`src/rtl/sr_latch_driver_pkg.sv`:
```
// Shared types and helpers for the SR latch driver: FSM state encoding,
// command encoding and the drive-level mapping for NAND/NOR latch cells.
package sr_pkg;

  typedef enum logic [1:0] {
    ST_INIT  = 2'd0,
    ST_IDLE  = 2'd1,
    ST_PULSE = 2'd2,
    ST_GAP   = 2'd3
  } state_t;

  typedef enum logic {
    CMD_SET = 1'b0,
    CMD_CLR = 1'b1
  } cmd_t;

  // Active level is 0 for a NAND latch (ACTIVE_LOW=1) and 1 for a NOR latch;
  // the idle level is the complement.
  function automatic logic drv_level(input logic active_low, input logic active);
    if (active) begin
      return ~active_low;
    end else begin
      return active_low;
    end
  endfunction

endpackage

```
`src/rtl/sr_latch_driver_if.sv`:
```
// Request/status and latch-facing bundle of the SR latch driver.
// master = requester/latch side, slave = the driver itself.
interface sr_latch_driver_if;

  logic set_req;
  logic clr_req;
  logic q_fb;
  logic qb_fb;
  logic s_drv;
  logic r_drv;
  logic ready;
  logic done;
  logic q_model;
  logic fb_err;

  modport master (
    output set_req, clr_req, q_fb, qb_fb,
    input  s_drv, r_drv, ready, done, q_model, fb_err
  );

  modport slave (
    input  set_req, clr_req, q_fb, qb_fb,
    output s_drv, r_drv, ready, done, q_model, fb_err
  );

endinterface

```
`src/rtl/sr_latch_driver_sync2.sv`:
```
// Two-flop synchronizer with synchronous reset for the latch feedback lines,
// which toggle asynchronously to clk.
module sync2 (
  input  logic clk,
  input  logic rst,
  input  logic i_d,
  output logic o_q
);

  logic r_meta;
  logic r_sync;

  // Two-stage capture; the first stage may go metastable, the second settles.
  always_ff @(posedge clk) begin
    if (rst) begin
      r_meta <= 1'b0;
      r_sync <= 1'b0;
    end else begin
      r_meta <= i_d;
      r_sync <= r_meta;
    end
  end

  assign o_q = r_sync;

endmodule

```
`src/rtl/sr_latch_driver.sv`:
```
// Synchronous front-end for a cross-coupled SR latch: converts single-cycle
// set/clear requests into fixed-width drive pulses followed by an idle gap,
// never drives S and R active together, and checks latch feedback against
// the expected state while idle.
module sr_latch_driver
  import sr_pkg::*;
#(
  parameter int PULSE_W    = 3,
  parameter int GAP_W      = 2,
  parameter bit ACTIVE_LOW = 1'b1,
  parameter bit SET_PRIO   = 1'b0,
  parameter bit INIT_CLR   = 1'b1
) (
  input  logic clk,
  input  logic rst,
  sr_latch_driver_if.slave bus
);

  localparam int MAX_W = (PULSE_W > GAP_W) ? PULSE_W : GAP_W;
  localparam int CW    = $clog2(MAX_W + 1);

  // Counter holds the remaining cycles after the current one, so 0 marks the
  // last cycle of a phase.
  localparam logic [CW-1:0] PULSE_LD = CW'(PULSE_W - 1);
  localparam logic [CW-1:0] GAP_LD   = CW'(GAP_W - 1);

  localparam logic L_ACT  = drv_level(ACTIVE_LOW, 1'b1);
  localparam logic L_IDLE = drv_level(ACTIVE_LOW, 1'b0);

  localparam state_t ST_RESET = INIT_CLR ? ST_INIT : ST_IDLE;

  state_t        r_state;
  state_t        w_state_next;
  logic [CW-1:0] r_cnt;
  logic [CW-1:0] w_cnt_next;
  cmd_t          r_cmd;
  cmd_t          w_cmd_next;
  logic          r_init;
  logic          w_init_next;
  logic          w_accept;

  logic r_s_drv;
  logic r_r_drv;
  logic r_ready;
  logic r_done;
  logic r_q_model;
  logic r_fb_err;

  logic w_s_next;
  logic w_r_next;
  logic w_ready_next;
  logic w_done_next;
  logic w_qm_next;
  logic w_err_next;

  logic w_q_sync;
  logic w_qb_sync;

  sync2 u_sync_q (
    .clk (clk),
    .rst (rst),
    .i_d (bus.q_fb),
    .o_q (w_q_sync)
  );

  sync2 u_sync_qb (
    .clk (clk),
    .rst (rst),
    .i_d (bus.qb_fb),
    .o_q (w_qb_sync)
  );

  // State register together with the phase counter and the latched command.
  always_ff @(posedge clk) begin
    if (rst) begin
      r_state <= ST_RESET;
      r_cnt   <= {CW{1'b0}};
      r_cmd   <= CMD_CLR;
      r_init  <= INIT_CLR;
    end else begin
      r_state <= w_state_next;
      r_cnt   <= w_cnt_next;
      r_cmd   <= w_cmd_next;
      r_init  <= w_init_next;
    end
  end

  // Next-state logic: command acceptance, phase sequencing and counter reloads.
  always_comb begin
    w_state_next = r_state;
    w_cnt_next   = r_cnt;
    w_cmd_next   = r_cmd;
    w_init_next  = r_init;
    w_accept     = 1'b0;
    case (r_state)
      ST_INIT: begin
        w_state_next = ST_PULSE;
        w_cnt_next   = PULSE_LD;
        w_cmd_next   = CMD_CLR;
        w_init_next  = 1'b1;
      end
      ST_IDLE: begin
        if (bus.set_req || bus.clr_req) begin
          w_accept     = 1'b1;
          w_state_next = ST_PULSE;
          w_cnt_next   = PULSE_LD;
          w_init_next  = 1'b0;
          if (bus.set_req && bus.clr_req) begin
            w_cmd_next = SET_PRIO ? CMD_SET : CMD_CLR;
          end else if (bus.set_req) begin
            w_cmd_next = CMD_SET;
          end else begin
            w_cmd_next = CMD_CLR;
          end
        end else begin
          w_state_next = ST_IDLE;
        end
      end
      ST_PULSE: begin
        if (r_cnt == {CW{1'b0}}) begin
          w_state_next = ST_GAP;
          w_cnt_next   = GAP_LD;
        end else begin
          w_cnt_next = r_cnt - CW'(1);
        end
      end
      ST_GAP: begin
        if (r_cnt == {CW{1'b0}}) begin
          w_state_next = ST_IDLE;
          w_cnt_next   = {CW{1'b0}};
        end else begin
          w_cnt_next = r_cnt - CW'(1);
        end
      end
      default: begin
        w_state_next = ST_IDLE;
        w_cnt_next   = {CW{1'b0}};
      end
    endcase
  end

  // Output decode from the upcoming state so every output is a flop that
  // lines up with the state it describes.
  always_comb begin
    w_s_next     = L_IDLE;
    w_r_next     = L_IDLE;
    w_ready_next = 1'b0;
    w_done_next  = 1'b0;
    w_qm_next    = r_q_model;
    w_err_next   = r_fb_err;

    if (w_state_next == ST_PULSE) begin
      if (w_cmd_next == CMD_SET) begin
        w_s_next = L_ACT;
      end else begin
        w_r_next = L_ACT;
      end
    end else begin
      w_s_next = L_IDLE;
      w_r_next = L_IDLE;
    end

    w_ready_next = (w_state_next == ST_IDLE);
    w_done_next  = (r_state == ST_GAP) && (w_state_next == ST_IDLE) && !r_init;

    if (r_state == ST_INIT) begin
      w_qm_next = 1'b0;
    end else if (w_accept) begin
      w_qm_next = (w_cmd_next == CMD_SET);
    end else begin
      w_qm_next = r_q_model;
    end

    // Feedback is only trusted in IDLE, after the gap has let the latch and
    // synchronizers settle.
    if ((r_state == ST_IDLE) &&
        ((w_q_sync != r_q_model) || (w_q_sync == w_qb_sync))) begin
      w_err_next = 1'b1;
    end else begin
      w_err_next = r_fb_err;
    end
  end

  // Output registers; reset parks both latch inputs at the idle level.
  always_ff @(posedge clk) begin
    if (rst) begin
      r_s_drv   <= L_IDLE;
      r_r_drv   <= L_IDLE;
      r_ready   <= ~INIT_CLR;
      r_done    <= 1'b0;
      r_q_model <= 1'b0;
      r_fb_err  <= 1'b0;
    end else begin
      r_s_drv   <= w_s_next;
      r_r_drv   <= w_r_next;
      r_ready   <= w_ready_next;
      r_done    <= w_done_next;
      r_q_model <= w_qm_next;
      r_fb_err  <= w_err_next;
    end
  end

  assign bus.s_drv   = r_s_drv;
  assign bus.r_drv   = r_r_drv;
  assign bus.ready   = r_ready;
  assign bus.done    = r_done;
  assign bus.q_model = r_q_model;
  assign bus.fb_err  = r_fb_err;

endmodule

```
`src/flat_wrapper.sv`:
```
// flat-port wrapper written by rule: the top's interface ports become plain ports
module sr_latch_driver_flat import sr_pkg::*;
#(
  parameter int PULSE_W    = 3,
  parameter int GAP_W      = 2,
  parameter bit ACTIVE_LOW = 1'b1,
  parameter bit SET_PRIO   = 1'b0,
  parameter bit INIT_CLR   = 1'b1
)
  (clk, rst, bus_set_req, bus_clr_req, bus_q_fb, bus_qb_fb, bus_s_drv, bus_r_drv, bus_ready, bus_done, bus_q_model, bus_fb_err);
  sr_latch_driver_if bus_i ();
  input  logic clk;
  input  logic rst;
  input wire logic [$bits(bus_i.set_req)-1:0] bus_set_req;
  input wire logic [$bits(bus_i.clr_req)-1:0] bus_clr_req;
  input wire logic [$bits(bus_i.q_fb)-1:0] bus_q_fb;
  input wire logic [$bits(bus_i.qb_fb)-1:0] bus_qb_fb;
  output wire logic [$bits(bus_i.s_drv)-1:0] bus_s_drv;
  output wire logic [$bits(bus_i.r_drv)-1:0] bus_r_drv;
  output wire logic [$bits(bus_i.ready)-1:0] bus_ready;
  output wire logic [$bits(bus_i.done)-1:0] bus_done;
  output wire logic [$bits(bus_i.q_model)-1:0] bus_q_model;
  output wire logic [$bits(bus_i.fb_err)-1:0] bus_fb_err;
  assign bus_i.set_req = bus_set_req;
  assign bus_i.clr_req = bus_clr_req;
  assign bus_i.q_fb = bus_q_fb;
  assign bus_i.qb_fb = bus_qb_fb;
  assign bus_s_drv = bus_i.s_drv;
  assign bus_r_drv = bus_i.r_drv;
  assign bus_ready = bus_i.ready;
  assign bus_done = bus_i.done;
  assign bus_q_model = bus_i.q_model;
  assign bus_fb_err = bus_i.fb_err;
  sr_latch_driver #(.PULSE_W(PULSE_W), .GAP_W(GAP_W), .ACTIVE_LOW(ACTIVE_LOW), .SET_PRIO(SET_PRIO), .INIT_CLR(INIT_CLR)) u_core (.clk(clk), .rst(rst), .bus(bus_i));
endmodule
```
`config.mk`:
```
export PLATFORM = sky130hd
export DESIGN_NAME = sr_latch_driver_flat
export DESIGN_NICKNAME = d
export VERILOG_FILES = /design/src/rtl/sr_latch_driver_pkg.sv /design/src/rtl/sr_latch_driver_if.sv /design/src/rtl/sr_latch_driver_sync2.sv /design/src/rtl/sr_latch_driver.sv /design/src/flat_wrapper.sv
export SDC_FILE = /design/constraint.sdc
export NUM_CORES = 1
export LEC_CHECK = 0
export BUFFER_PORTS_ARGS = -buffer_cell sky130_fd_sc_hd__buf_4
export CELL_PAD_IN_SITES_DETAIL_PLACEMENT = 0
export CELL_PAD_IN_SITES_GLOBAL_PLACEMENT = 1
export CORE_ASPECT_RATIO = 1.2
export CORE_MARGIN = 4
export CORE_UTILIZATION = 38
export DETAILED_ROUTE_END_ITERATION = 10
export GPL_TIMING_DRIVEN = 1
export PLACE_DENSITY = 0.75
export SYNTH_ARGS = -nofsm -noshare
export SYNTH_HDL_FRONTEND = slang
export SYNTH_SLANG_ARGS = --single-unit
```
`constraint.sdc`:
```
create_clock -name clk -period 1.15 [get_ports clk]
set_input_delay 0.1725 -clock clk [delete_from_list [all_inputs] [get_ports clk]]
set_output_delay 0.1725 -clock clk [all_outputs]
set_load 0.02 [all_outputs]
```
==> reports/results.txt <==
Vias/cell - 4.94
Worst Skew - 0.00249 ns
Crit path DAT - 1.20 ns
Largest family of logic cells by synthesized area - simple AND/OR/NAND/NOR gates
Die Width - 44.0 um
Gr ovfl total - 0
Nets - 80
Pleak - 0.000298 uW
Final worst path period need - 1.01 ns
Crit-path cells - or3b_1 -> a31oi_1 -> nor2_1
Clock root buffer - clkbuf_4
Die Y - 51.2 um
Vias - 445
CP Class - reg -> reg
Unrepaired setup endpoints after global routing - no
Max-capacitance violation count - 0
Synth warn - 0
WHS Path Cells - 2
Worst path slowest cell - or3b_1
Max Fclk - 0.988 GHz
Crit path max fanout - 4
Placed wire-length estimate - 673 um
Final instance area - 717 sq um
Total GRT Usage - 9.33%
Xor/xnor share of the synthesized area - 0%
CP Depth - 3
CP max stage delay - 0.36 ns
Delay-heaviest family, CP - simple AND/OR/NAND/NOR gates
Rel. slew slack - 83.6%
Gpl congestion - 0.730
Fraction of the mapped netlist area in simple logic gates - 27.5%
DP Area - 679 sq um
Ys async rst share - 0%
Final setup violation count - 0
Worst path bufs/invs - 0
Main synth FF type - dfxtp_1
CTS H-tree lvls - 1
First-pass GRT wire length - 1550 um
Share of cells above drive strength 1 - 24.7%
Slew @ Worst Pin - 0.245 ns
CTS tree - yes
Final ANT Viol Nets - 0
VDD IR-drop max - 792 uV
Ant diodes - 0
Fin crit share - 88.1%
Synth Register Bits - 16
CORE AREA - 1460 sq um
Synth Cell Area - 592 sq um
Number of synthesized flops with an enable pin - 0
Critical path startpoint category - register
Final hold vios - 0
Final Power - 1120 uW
Vias in the first global route - 378
Skew-Pair Late Insertion Delay - 0.29 ns
Number of remaining DRC errors - 0
# fillers - 153
Routed WL per cell - 10.4 um
Unique masters post-synth - 23
Io pins - 12
Multiplexer share of the synthesized area - 0%
P&R area growth vs syn - 21.1%
Synth Instances - 60
DR iter-0 viols - 4
Worst-path clk slew - 0.09 ns
Placed insts - 86
Initial antenna violation count - 0
FF-to-FF path depth - 3
TNS Setup - 0 ns
Fin cells - 90
Worst Setup End Kind - register
Clk buf depth - 2
Worst Path Required - 1.34 ns
Clk sinks - 16
Pwr/cell area - 1560 nW/um^2
Largest net degree at the start of global routing - 15
Seq/Total Area, Yosys - 54.1%
PortBufs - 11
Synth Area in Compound Gates - 14.4%
Pins Over Slew Limit - 0
CTS Buf Count - 3
Syn Nets - 66
Die area - 2260 sq um
Status - completed
Average size of a mapped cell - 9.86 sq um
Drt pass-1 iters - 3
Area share of fa/ha/maj cells after synthesis - 0%
Final WL - 936 um
Post-CTS Setup Bufs - 0
Initial Util - 40.4%
# rows - 15
Worst Hold Class - in -> reg
==> kinds of logic after synthesis <==
group | Yosys count
and+or+nand+nor | 27
DFF | 16
AOI/OAI and AO/OA | 13
buffers and inverters | 4
==> through the flow <==
stage | setup slack [ns] | util, % | hold slack (ns)
6_report | 0.137 | 49.0 | 0.0884
5_1_grt | 0.0626 | 49.0 | 0.0926
4_1_cts | 0.0725 | 48.9 | 0.0833
3_5_place_dp | 0.0904 | 46.4 | 0.390
3_3_place_gp | 0.0806 | 46.4 | 0.382
2_1_floorplan | 0.0838 | - | 0.244
==> Yosys cell counts, drive strengths merged (2+ instances only) <==
cell	instances	area share [%]
a21o	2	2.5
a21oi	4	3.4
buf	2	2.7
dfxtp	16	54
inv	2	1.3
nand2	2	1.3
nand2b	4	4.7
nor2	6	3.8
nor2b	10	12
o21bai	2	2.5
==> what timing repair did <==
item	4_1_cts	5_1_grt
hold endpoints to repair	0	0
resized for setup	0	1
hold buffers	0	0
endpoints found under the setup margin	0	2
==> layout make-up <==
cell class                 count  area (sq um)  share of cell area, %
clock buffer                   4          36.3                   5.06
multi-input combinational     40           248                   34.6
timing repair buffer          11          82.6                   11.5
inverter                       2          7.51                   1.05
sequential                    16           322                   44.9
tap                           17          21.3                   2.97
==> final timing paths <==
path                                          endpoint  slack (ns)               start
worst min register to register         u_core.bus.done        0.43       u_core.r_init
worst min-delay path            u_core.u_sync_q.r_meta        0.09            bus_q_fb
worst max-delay path                 u_core.bus.fb_err        0.14  u_core.bus.q_model
worst max register to register       u_core.bus.fb_err        0.14  u_core.bus.q_model
==> flip-flops by register name (all words and copies together) (netlist names) <==
| name | flops |
|---|---|
| u_core.bus.fb_err | 1 |
| u_core.u_sync_qb.r_meta | 1 |
| u_core.r_init | 1 |
| u_core.bus.r_drv | 1 |
| u_core.bus.q_model | 1 |
| u_core.bus.done | 1 |
| u_core.bus.ready | 1 |
| u_core.u_sync_q.r_meta | 1 |
| u_core.u_sync_q.o_q | 1 |
| u_core.bus.s_drv | 1 |
| u_core.r_cmd | 1 |
| u_core.r_state | 2 |
| u_core.r_cnt | 2 |
| u_core.u_sync_qb.o_q | 1 |
==> metal layers <==
layer | part of all wire, % | global-route usage (%) | up-vias
met2 | 42 | 13.3 | 12
met1 | 47 | 11.4 | 203
met5 | 0 | 0 | -
met3 | 6.8 | 2.46 | 5
li1 | - | - | 225
met4 | 4.1 | 7.54 | 0
==> cell usage in the layout (no fill, tap or decap), drive strengths merged <==
cell and count:
a21oi 4, nand3 1, nand2 2, clkbuf 4, a21o 2, nor2b 10
nor3b 1, inv 2, nand3b 1, a211o 1, nor2 6, o22ai 1
o21bai 2, buf 11, a31oi 1, or3b 1, dfxtp 16, o21ai 1
nor4 1, a2bb2oi 1, nand2b 4
==> report_power, final <==
group	switching (uW)	leakage, uW	internal, uW	total, uW
Sequential	25.7	0.000132	588	613
Clock	183	0.0000210	193	376
Combinational	59.1	0.000145	66.7	126
Total	268	0.000298	847	1120
Note: power is estimated with default switching activity, not from simulation.
